File: src/rtl/run_ctrl_if.sv
// Handshake, status and data-memory signals shared between run_ctrl and its host/core.
// The slave modport is the controller's view; master is the host/core side.
interface run_ctrl_if #(
    parameter int unsigned CW = 16
) ();
    logic          req;
    logic          core_done;
    logic          core_mem_wr;
    logic [7:0]    core_addr;
    logic [7:0]    core_wdata;
    logic          host_mem_req;
    logic          host_mem_wr;
    logic [7:0]    host_addr;
    logic [7:0]    host_wdata;
    logic          host_gnt;
    logic          mem_wr_en;
    logic [7:0]    mem_addr;
    logic [7:0]    mem_wdata;
    logic          core_rst;
    logic          busy;
    logic          done;
    logic          timeout;
    logic [CW-1:0] cycles;

    modport slave (
        input  req, core_done, core_mem_wr, core_addr, core_wdata,
        input  host_mem_req, host_mem_wr, host_addr, host_wdata,
        output host_gnt, mem_wr_en, mem_addr, mem_wdata,
        output core_rst, busy, done, timeout, cycles
    );

    modport master (
        output req, core_done, core_mem_wr, core_addr, core_wdata,
        output host_mem_req, host_mem_wr, host_addr, host_wdata,
        input  host_gnt, mem_wr_en, mem_addr, mem_wdata,
        input  core_rst, busy, done, timeout, cycles
    );
endinterface

File: src/rtl/run_ctrl.sv
// Run controller: sequences core reset/run/done, counts RUN cycles and arbitrates the data memory.
// Optional watchdog enabled by defining RUN_CTRL_TIMEOUT_EN.
module run_ctrl #(
    parameter int unsigned CW      = 16,
    parameter int unsigned RST_CYC = 2,
    parameter int unsigned TMAX    = 16'hFFF0
) (
    input  logic      clk,
    input  logic      reset,
    run_ctrl_if.slave bus
);

    localparam int unsigned HW = 4;
`ifdef RUN_CTRL_TIMEOUT_EN
    localparam bit WD_EN = 1'b1;
`else
    localparam bit WD_EN = 1'b0;
`endif
    localparam logic [CW-1:0] TMAX_C = CW'(TMAX);

    typedef enum logic [1:0] {
        S_IDLE,
        S_HOLD,
        S_RUN,
        S_DONE
    } state_t;

    state_t        state_q, state_d;
    logic [HW-1:0] hold_q, hold_d;
    logic [CW-1:0] cyc_q, cyc_d, cyc_inc;
    logic          to_q, to_d;
    logic          core_rst_q, busy_q, done_q;
    logic          host_win;

    // Next-state, cycle counter and watchdog
    always_comb begin
        state_d = state_q;
        hold_d  = hold_q;
        cyc_d   = cyc_q;
        to_d    = to_q;
        cyc_inc = (cyc_q == {CW{1'b1}}) ? cyc_q : cyc_q + CW'(1);
        unique case (state_q)
            S_IDLE: begin
                if (bus.req) begin
                    state_d = S_HOLD;
                    hold_d  = '0;
                    cyc_d   = '0;
                    to_d    = 1'b0;
                end
            end
            S_HOLD: begin
                if (hold_q == HW'(RST_CYC - 1)) begin
                    state_d = S_RUN;
                end else begin
                    hold_d = hold_q + HW'(1);
                end
            end
            S_RUN: begin
                cyc_d = cyc_inc;
                // core_done wins over a watchdog hit in the same cycle
                if (bus.core_done) begin
                    state_d = S_DONE;
                end else if (WD_EN && (cyc_inc == TMAX_C)) begin
                    state_d = S_DONE;
                    to_d    = 1'b1;
                end
            end
            S_DONE: begin
                if (!bus.req) begin
                    state_d = S_IDLE;
                end
            end
            default: state_d = S_IDLE;
        endcase
    end

    always_ff @(posedge clk or negedge reset) begin
        if (!reset) begin
            state_q    <= S_IDLE;
            hold_q     <= '0;
            cyc_q      <= '0;
            to_q       <= 1'b0;
            core_rst_q <= 1'b1;
            busy_q     <= 1'b0;
            done_q     <= 1'b0;
        end else begin
            state_q    <= state_d;
            hold_q     <= hold_d;
            cyc_q      <= cyc_d;
            to_q       <= to_d;
            core_rst_q <= (state_d != S_RUN);
            busy_q     <= (state_d == S_HOLD) || (state_d == S_RUN);
            done_q     <= (state_d == S_DONE);
        end
    end

    // Host owns memory only while the core is parked; forced off during reset
    assign host_win = reset && bus.host_mem_req && ((state_q == S_IDLE) || (state_q == S_DONE));

    assign bus.host_gnt  = host_win;
    assign bus.mem_wr_en = host_win ? bus.host_mem_wr
                                    : (reset && bus.core_mem_wr && (state_q == S_RUN));
    assign bus.mem_addr  = host_win ? bus.host_addr  : bus.core_addr;
    assign bus.mem_wdata = host_win ? bus.host_wdata : bus.core_wdata;

    assign bus.core_rst = core_rst_q;
    assign bus.busy     = busy_q;
    assign bus.done     = done_q;
    assign bus.timeout  = to_q;
    assign bus.cycles   = cyc_q;

endmodule

File: src/flat_wrapper.sv
// flat-port wrapper written by rule: the top's interface ports become plain ports
module run_ctrl_flat 
#(
    parameter int unsigned CW      = 16,
    parameter int unsigned RST_CYC = 2,
    parameter int unsigned TMAX    = 16'hFFF0
)
  (clk, reset, bus_req, bus_core_done, bus_core_mem_wr, bus_core_addr, bus_core_wdata, bus_host_mem_req, bus_host_mem_wr, bus_host_addr, bus_host_wdata, bus_host_gnt, bus_mem_wr_en, bus_mem_addr, bus_mem_wdata, bus_core_rst, bus_busy, bus_done, bus_timeout, bus_cycles);
  run_ctrl_if #(.CW(CW)) bus_i ();
  input  logic clk;
  input  logic reset;
  input wire logic [$bits(bus_i.req)-1:0] bus_req;
  input wire logic [$bits(bus_i.core_done)-1:0] bus_core_done;
  input wire logic [$bits(bus_i.core_mem_wr)-1:0] bus_core_mem_wr;
  input wire logic [$bits(bus_i.core_addr)-1:0] bus_core_addr;
  input wire logic [$bits(bus_i.core_wdata)-1:0] bus_core_wdata;
  input wire logic [$bits(bus_i.host_mem_req)-1:0] bus_host_mem_req;
  input wire logic [$bits(bus_i.host_mem_wr)-1:0] bus_host_mem_wr;
  input wire logic [$bits(bus_i.host_addr)-1:0] bus_host_addr;
  input wire logic [$bits(bus_i.host_wdata)-1:0] bus_host_wdata;
  output wire logic [$bits(bus_i.host_gnt)-1:0] bus_host_gnt;
  output wire logic [$bits(bus_i.mem_wr_en)-1:0] bus_mem_wr_en;
  output wire logic [$bits(bus_i.mem_addr)-1:0] bus_mem_addr;
  output wire logic [$bits(bus_i.mem_wdata)-1:0] bus_mem_wdata;
  output wire logic [$bits(bus_i.core_rst)-1:0] bus_core_rst;
  output wire logic [$bits(bus_i.busy)-1:0] bus_busy;
  output wire logic [$bits(bus_i.done)-1:0] bus_done;
  output wire logic [$bits(bus_i.timeout)-1:0] bus_timeout;
  output wire logic [$bits(bus_i.cycles)-1:0] bus_cycles;
  assign bus_i.req = bus_req;
  assign bus_i.core_done = bus_core_done;
  assign bus_i.core_mem_wr = bus_core_mem_wr;
  assign bus_i.core_addr = bus_core_addr;
  assign bus_i.core_wdata = bus_core_wdata;
  assign bus_i.host_mem_req = bus_host_mem_req;
  assign bus_i.host_mem_wr = bus_host_mem_wr;
  assign bus_i.host_addr = bus_host_addr;
  assign bus_i.host_wdata = bus_host_wdata;
  assign bus_host_gnt = bus_i.host_gnt;
  assign bus_mem_wr_en = bus_i.mem_wr_en;
  assign bus_mem_addr = bus_i.mem_addr;
  assign bus_mem_wdata = bus_i.mem_wdata;
  assign bus_core_rst = bus_i.core_rst;
  assign bus_busy = bus_i.busy;
  assign bus_done = bus_i.done;
  assign bus_timeout = bus_i.timeout;
  assign bus_cycles = bus_i.cycles;
  run_ctrl #(.CW(CW), .RST_CYC(RST_CYC), .TMAX(TMAX)) u_core (.clk(clk), .reset(reset), .bus(bus_i));
endmodule
File: config.mk
export PLATFORM = sky130hd
export DESIGN_NAME = run_ctrl_flat
export DESIGN_NICKNAME = d
export VERILOG_FILES = /design/src/rtl/run_ctrl_if.sv /design/src/rtl/run_ctrl.sv /design/src/flat_wrapper.sv
export SDC_FILE = /design/constraint.sdc
export NUM_CORES = 1
export LEC_CHECK = 0
export ABC_AREA = 1
export CORE_MARGIN = 2
export CORE_UTILIZATION = 43
export DETAILED_ROUTE_END_ITERATION = 10
export PLACE_DENSITY = 0.81
export SLEW_MARGIN = 10
export SYNTH_ARGS = -nofsm -noshare
export SYNTH_HDL_FRONTEND = slang
export SYNTH_SLANG_ARGS = --single-unit
File: constraint.sdc
create_clock -name clk -period 2.4 [get_ports clk]
set_clock_uncertainty 0.15 [all_clocks]
set_input_delay 0.36 -clock clk [delete_from_list [all_inputs] [get_ports clk]]
set_output_delay 0.36 -clock clk [all_outputs]
set_load 0.05 [all_outputs]
* Word level (Yosys, flattened, before mapping)
Cells that the tools add are included.
Operators by class: add/sub/neg operators 2, multiply operators 0, div/mod/pow operators 0, $lt $le $gt $ge 0, equality and inequality tests 12, shift-type cells 0, multiplexer cells 14, bitwise logic cells 0, reduce and logical (&&, ||, !) cells 11
Operator list (number):
- $mux W16 | 2
- $pmux W16 S2 | 1
- $add A16 B1 Y16 const B | 1
- $eq A16 B16 Y1 const B | 1
- $mux W8 | 2
- $eq A2 B2 Y1 const B | 4
- $mux W2 | 4
- $mux W4 | 2
- $ne A2 B2 Y1 const B | 4
- $pmux W2 S4 | 1
- $pmux W4 S2 | 1
- $reduce_and A3 Y1 | 2
- $add A4 B1 Y4 const B | 1
- $eq A2 B1 Y1 const B | 2
- $eq A4 B1 Y1 const B | 1
- $logic_and A1 B1 Y1 | 4
- $reduce_bool A2 Y1 | 2
- $logic_not A2 Y1 | 1
- $logic_or A1 B1 Y1 | 2
- $mux W1 | 1
Word-level totals: bits in registers 25, bits in latches 0, memory bits (writable) 0, memory bits (read-only) 0, bits of input ports 39, output and inout bits 38, memories 0

* Logic depth before layout (Yosys ltp)
Gate-level depths: netlist of run 1.
depth after elaboration 5, mapped depth 10, mapped depth without buffers 10

* Worst setup path before layout of run 1
OpenSTA, ideal clock, no wires.
path kind register to output, from register u_core.state_q[0], to output bus_mem_wr_en, data arrival time 2.220 ns, data required time 1.890 ns, path slack -0.330 ns, stages on the path, launching flop included 6, path buffers 1, cells stage by stage dfrtp_1 > inv_1 > ha_1 > clkbuf_1 > nand3_1 > o21ai_0
Between the ends: word-level cells in the longest chain between the ends 4
Ends and longest elaborated chain:
- start: declaration | line run_ctrl.sv:28 | state_t state_q, state_d;
- start signal: assignment | line run_ctrl.sv:87 | state_q <= state_d;
- $eq A2 B2 Y1 / $logic_not A2 Y1 (equally long branches) | line run_ctrl.sv:98 | assign host_win = reset && bus.host_mem_req && ((state_q == S_IDLE) || (state_q == S_DONE));
- $logic_or A1 B1 Y1 | line run_ctrl.sv:98
- $logic_and A1 B1 Y1 | line run_ctrl.sv:98
- $mux W1 (*) | line run_ctrl.sv:101 | assign bus.mem_wr_en = host_win ? bus.host_mem_wr
- end: declaration | line flat_wrapper.sv:22 | output wire logic [$bits(bus_i.mem_wr_en)-1:0] bus_mem_wr_en;
Mark *: on every way between the ends. The rest lies on a longest branch, timed or not.

* Final worst setup path of run 1
from register u_core.state_q[0], to output bus_mem_addr[1]
Between the ends: word-level cells in the longest chain between the ends 4
Ends and longest elaborated chain:
- $eq A2 B2 Y1 / $logic_not A2 Y1 (equally long branches) | line run_ctrl.sv:98
- $logic_or A1 B1 Y1 (*) | line run_ctrl.sv:98
- $logic_and A1 B1 Y1 (*) | line run_ctrl.sv:98
- $mux W8 (*) | line run_ctrl.sv:103 | assign bus.mem_addr = host_win ? bus.host_addr : bus.core_addr;
- end: declaration | line flat_wrapper.sv:23 | output wire logic [$bits(bus_i.mem_addr)-1:0] bus_mem_addr;
Marks and branches as above.

==> results of run 1 <==
## Yosys cell counts (4+ instances only)
library cell | number | area share
dfrtp_1 | 24 | 0.33
a21oi_1 | 4 | 0.011
xor2_1 | 5 | 0.024
ha_1 | 10 | 0.070
nand3_1 | 19 | 0.053
nor2_1 | 15 | 0.031
inv_1 | 26 | 0.054
nand2_1 | 108 | 0.23
o21ai_0 | 11 | 0.031
nand4_1 | 6 | 0.021
nand2_2 | 4 | 0.014
o21ai_1 | 7 | 0.019
## metal layers
| metal | track usage | vias up |
|---|---|---|
| met4 | 0.03000 | 0 |
| met1 | 0.2621 | 898 |
| met3 | 0.04058 | 4 |
| met2 | 0.4219 | 56 |
| met5 | 0 | - |
| li1 | - | 991 |
## cell families (layout without fill, tap and decap cells)
| group | after synthesis | in the layout | synth area share |
|---|---|---|---|
| compound gates | 29 | 29 | 0.09110 |
| simple gates | 159 | 159 | 0.3762 |
| flops | 25 | 25 | 0.3484 |
| buf+inv | 34 | 112 | 0.08275 |
| fa+ha+maj | 10 | 10 | 0.06954 |
| mux | 1 | 1 | 0.005564 |
| xor+xnor | 5 | 5 | 0.02434 |
| other cells | 1 | 1 | 0.002084 |
## worst max-delay path: stages, from the launching register on
cell     delay [ns]
dfrtp_1        0.40
inv_1          0.10
ha_1           0.34
nor2_4         0.16
buf_6          0.16
nand2_1        0.07
nand2_1        0.07
buf_4          0.19
## sequential cells by signal (all words and copies together) (netlist names)
| name | count |
|---|---|
| u_core.hold_q | 4 |
| u_core.bus.cycles | 16 |
| u_core.state_q | 2 |
| u_core.bus.done | 1 |
| u_core.bus.busy | 1 |
| u_core.bus.core_rst | 1 |
## power by group
part / internal (mW) / switching, mW
sequential: 0.471 / 0.0407
combinational: 0.354 / 0.726
clock: 0.122 / 0.154
## layout make-up
type | count | area, µm² | share of cell area
sequential | 25 | 628.1 | 0.2361
inverter | 27 | 101.3 | 0.03810
multi-input combinational | 205 | 1035 | 0.3890
clock buffer | 3 | 41.29 | 0.01552
tap | 50 | 62.56 | 0.02352
timing repair buffer | 81 | 783.3 | 0.2944
clock inverter | 1 | 8.758 | 0.003293
## worst paths after layout
path	start	to	slack, ns	depth (start not counted)
hold / removal	u_core.bus.cycles[15]	u_core.bus.cycles[15]	0.40	2
setup reg to reg	u_core.state_q[0]	u_core.bus.done	0.21	9
hold reg to reg	u_core.bus.cycles[15]	u_core.bus.cycles[15]	0.40	2
min in group asynchronous	reset	u_core.bus.cycles[9]	0.56	3
setup / recovery	u_core.state_q[0]	bus_mem_addr[1]	0.12	7
max in group asynchronous	reset	u_core.bus.core_rst	1.25	3
## repair_timing
action / in CTS / in global routing
resized for setup: 2 / 6
endpoints found under the setup margin: 16 / 17
hold buffers: 0 / 0
setup buffers: 0 / 1
==> results by group, run 1 <==
Flow run
  – Max-cap violations: 0

Route
  – Pre-antenna DRT Iters: 4
  – Detailed-route via count: 1,949
  – Drt total wl: 5094 µm
  – WL per Instance: 12.99 µm
  – Drt drc: 0
  – Wl on met1: 2054 µm
  – Via/cell ratio: 4.972
  – DRT antenna net count: 0
  – DR WL met2: 2765 µm
  – Starting DRT DRC Count: 105
  – WL met3: 241 µm
  – Highest metal used: met4

Clocking
  – Num CTS Buffers: 3
  – CTS tree: built
  – Clk_lat worst skew: 0.28 ns
  – Clock Sinks: 25
  – Clk Tree Root Cell: clkbuf_8
  – H-tree depth: 1
  – CTS max path bufs: 2
  – Reg clk slew, reported paths: 0.10 ns

GRT
  – GRT Total Usage: 0.2219
  – First-pass GRT wire length: 8010 µm
  – Initial antenna violation count: 0
  – Largest net degree at the start of global routing: 26
  – Total grt overflow: 0
  – Vias in the first global route: 1,865

Cells and area
  – Most frequent cells in the layout: nand2_1 (108), clkdlybuf4s50_1 (57), inv_1 (24), dfrtp_1 (23), buf_4 (20)
  – Final Util: 0.6650
  – Most common cell after layout, fill and taps aside: nand2_1
  – Layout Cells excl Fill: 392
  – Area delta synth->final: 47.84%
  – Fill cell count: 356
  – Layout cells sized above 1: 0.1345
  – Final Cell Area: 2660 µm²
  – N_diodes: 0
  – Fin nets: 392

Power
  – Max IR drop VDD: 0.5633 mV
  – Total power: 1.867 mW
  – Leak: 1.228 nW
  – Pwr dens: 702.0 nW/µm²

Critical path
  – Crit Path Max Fanout: 9
  – Arr. time, crit path: 1.77 ns
  – CP endpoint kind: output pin
  – Startpoint type of the worst setup path: flip-flop
  – Critical path class: flip-flop to output pin
  – CP required: 1.89 ns

Placement
  – Pre-CTS setup slack: 0.1409 ns
  – GPL Wtd Cong: 0.7845
  – Placed Cells: 387
  – Post-DP HPWL: 4031 µm
  – Placed Area: 2582 µm²
  – Port Buffers: 75

STA
  – Setup TNS: 0 ns
  – Final-report setup violation count: 0
  – Worst-margin pin slew: 0.5146 ns
  – Final period util: 0.9489
  – Final Hold Fails: 0
  – Final Max Slew Viols: 0
  – RSZ-0062 raised after global routing: false
  – F_max: 0.4391 GHz
  – Setup ws final: 0.1226 ns
  – Hold slack: 0.4027 ns
  – Slew HR: 0.6558
  – Fin crit period: 2.277 ns

Logic synthesis
  – Avg Inst Size Synth: 6.815 µm²
  – EDFF count, synth: 0
  – Mapped Nets: 313
  – Primary FF master, synth: dfrtp_1
  – Post-synthesis register bit count: 25
  – Synth cell types: 29
  – Ys Warns: 0
  – Sequential-to-total area share from yosys stat: 0.3484
  – FFs w/ async S/R, synth: 1.000
  – Synthesized instance count: 264
  – Cell area after synthesis: 1799 µm²

Die
  – Site Rows: 23
  – Die Height: 68.69 µm
  – Die area: 4718 µm²
  – Die span in x: 68.69 µm
  – Initial core utilization: 0.4498
  – IO Count: 77
  – Core footprint: 4000 µm²

Worst hold path
  – Hold WC Path Type: flip-flop to flip-flop

Status
  – Status: complete, no violations
(Power assumes the default switching activity.)
==> inputs of run 2 (changes only) <==
CORE_UTILIZATION = 63   (was 43)
DONT_BUFFER_PORTS = 1   (was not set)
PLACE_DENSITY = 0.79   (was 0.81)
==> results by group, run 2 (synthesis gave the netlist of run 1 again) <==
Route
  – WL per Instance: 20.05 µm (+54%)
  – Via/cell ratio: 6.455 (+30%)
  – Pre-antenna DRT Iters: 7 (+3)
  – Detailed-route via count: 2,169 (+11%)
  – Starting DRT DRC Count: 246 (+130%)
  – DRT antenna net count: 0 (unchanged)
  – Drt drc: 0 (unchanged)
  – Drt total wl: 6737 µm (+32%)

Cells and area
  – Most common cell after layout, fill and taps aside: nand2_1
  – Fill cell count: 114 (-68%)
  – Most frequent cells in the layout: nand2_1 (84), nand2_2 (28), dfrtp_1 (24), inv_1 (23), buf_4 (22)
  – Area delta synth->final: 37.55%
  – Layout cells sized above 1: 0.2951 (+0.1606)
  – Layout Cells excl Fill: 336 (-14%)
  – Final Util: 0.9053 (+0.2403)
  – Fin nets: 355 (-9.4%)
  – Largest register FFs: 16 (unchanged)
  – N_diodes: 0 (unchanged)

Die
  – Core footprint: 2734 µm² (-32%)
  – Die span in x: 57.44 µm (-16%)
  – Die Height: 57.44 µm (-16%)
  – IO Count: 77 (unchanged)
  – Site Rows: 19 (-17%)
  – Initial core utilization: 0.6581 (+0.2083)
  – Die area: 3299 µm² (-30%)

Critical path
  – Crit. Startpoint: u_core.state_q[1]
  – Family with the most delay on the worst path: buffers and inverters
  – Worst Setup EP: bus_mem_addr[0]
  – R2R Setup Slk: 0.12 ns (-0.09 ns)
  – CP required: 1.89 ns (about the same)
  – Crit Path Max Fanout: 8 (-1)
  – Worst path cell trace: inv_2 > ha_4 > nor2_4 > clkinvlp_4 > nand2_1 > nand2_2 > buf_12
  – R2R Path Start: u_core.state_q[1]
  – CP max-delay cell: dfrtp_1
  – Biggest cell delay along the critical path: 0.43 ns (+0.03 ns)
  – WP depth: 7 (unchanged)
  – Startpoint type of the worst setup path: flip-flop
  – Arr. time, crit path: 2.07 ns (+0.30 ns)
  – CP endpoint kind: output pin
  – Critical path class: flip-flop to output pin
  – CP Buf/Inv Count: 3 (unchanged)
  – Worst r2r dst: u_core.bus.done
  – Register-to-Register Path Depth: 9 (unchanged)

Power
  – Leak: 1.180 nW (-4.0%)
  – Pwr dens: 852.6 nW/µm² (+21%)
  – Max IR drop VDD: 0.9640 mV (+71%)

STA
  – RSZ-0062 raised after global routing: true
  – Final Max Slew Viols: 0 (unchanged)
  – Setup TNS: -2.310 ns (-2.310 ns)
  – Final period util: 1.076 (+0.1270)
  – F_max: 0.3873 GHz (-12%)
  – Setup ws final: -0.1821 ns (-0.3047 ns)
  – Final-report setup violation count: 17 (+17)
  – Final Hold Fails: 0 (unchanged)
  – Fin crit period: 2.582 ns (+0.3047 ns)
  – Slew HR: 0.6222 (-0.03368)
  – Worst-margin pin slew: 0.5668 ns (+0.05214 ns)

GRT
  – Largest net degree at the start of global routing: 26 (unchanged)
  – GRT Total Usage: 0.3254 (+0.1035)
  – Vias in the first global route: 1,899 (+1.8%)
  – First-pass GRT wire length: 8355 µm (+4.3%)
  – Total grt overflow: 0 (unchanged)
  – Initial antenna violation count: 0 (unchanged)

Placement
  – Pre-CTS setup slack: 0.3092 ns (+0.1683 ns)
  – GPL Wtd Cong: 0.8833 (+13%)
  – Placed Cells: 323 (-17%)
  – Port Buffers: 0 (-100%)
  – Post-DP HPWL: 3653 µm (-9.4%)

Clocking
  – Reg clk slew, reported paths: 0.14 ns (+0.04 ns)
  – Clk Tree Root Cell: clkbuf_4
  – Clock Sinks: 25 (unchanged)
  – CTS max path bufs: 2 (unchanged)
  – Clk_lat worst skew: 0.35 ns (+0.07 ns)
  – Num CTS Buffers: 3 (unchanged)
  – H-tree depth: 1 (unchanged)
  – CTS tree: built

Flow run
  – Max-cap violations: 0 (unchanged)

Status
  – Failing checks: negative setup slack
  – Status: complete, but fails checks

Worst hold path
  – Hold WC Path Type: input port to flip-flop
==> run 2: changes by cell type in the layout (fill, tap and decap cells not counted), moves of 2 or more <==
cell / before / now
nand2_2: 4 / 28
clkbuf_8: 3 / 0
nand2_1: 108 / 84
buf_4: 20 / 22
clkbuf_4: 0 / 3
clkdlybuf4s50_1: 57 / 0
clkinvlp_4: 0 / 2
buf_12: 2 / 18
==> run 2: worst min path at each step <==
stage | slack (ns) | endpoint | startpoint | cells after the start
global route | 0.09 | u_core.state_q[1] | bus_req | 3
global placement | -0.09 | u_core.bus.cycles[2] | reset | 0
detailed placement | -0.08 | u_core.bus.cycles[2] | reset | 0
CTS | 0.09 | u_core.state_q[1] | bus_req | 3
floorplan | -0.09 | u_core.bus.busy | reset | 0
finish | 0.09 | u_core.state_q[1] | bus_req | 3
==> run 2: metrics by stage <==
stage / area (µm²) / hold slack [ns] / power (mW)
after floorplan: 1799 / -0.08559 / 1.258
after global placement: 2268 / -0.08508 / 1.579
after detailed placement: 2268 / -0.08494 / 1.627
after CTS: 2381 / 0.08635 / 1.911
after global routing: 2475 / 0.08931 / 2.187
final: 2475 / 0.08812 / 2.110
==> run 2: final cells by class <==
type	instances	area (µm²)	area share
multi-input combinational	205	1107	0.4474
sequential	25	626.9	0.2533
timing repair buffer	43	558.0	0.2255
inverter	27	105.1	0.04247
tap	31	38.79	0.01567
clock buffer	3	22.52	0.009100
clock inverter	1	8.758	0.003539
timing repair inverter	1	7.507	0.003033
==> run 2: metal layers <==
metal | track usage | wire length [µm] | share of wire | vias to the layer above
met4 | 0.1661 | 518 | 0.077 | 0
li1 | - | - | - | 923
met3 | 0.04989 | 768 | 0.11 | 66
met5 | 0 | 0 | 0 | -
met1 | 0.3668 | 2171 | 0.32 | 972
met2 | 0.5877 | 3280 | 0.49 | 208
==> run 2: what timing repair did <==
item	in CTS	in global routing
gates cloned	1	0
gates resized for setup	8	26
pin swaps	1	14
buffers inserted	2	4
hold buffers	2	0
hold endpoints to repair	25	0
setup endpoints to repair	17	19
==> run 2: report_power, final <==
part | switching [mW] | total (mW) | leakage, nW | internal [mW]
clock network | 0.147 | 0.215 | 0.0183 | 0.0683
registers | 0.0917 | 0.562 | 0.340 | 0.470
logic | 0.848 | 1.33 | 0.822 | 0.485
total | 1.09 | 2.11 | 1.18 | 1.02
==> run 2: worst min-delay path, delay by kind of cell <==
kind,cells,cell delay (ns)
buf+inv,1,0.03
compound gates,1,0.07
simple gates,1,0.09
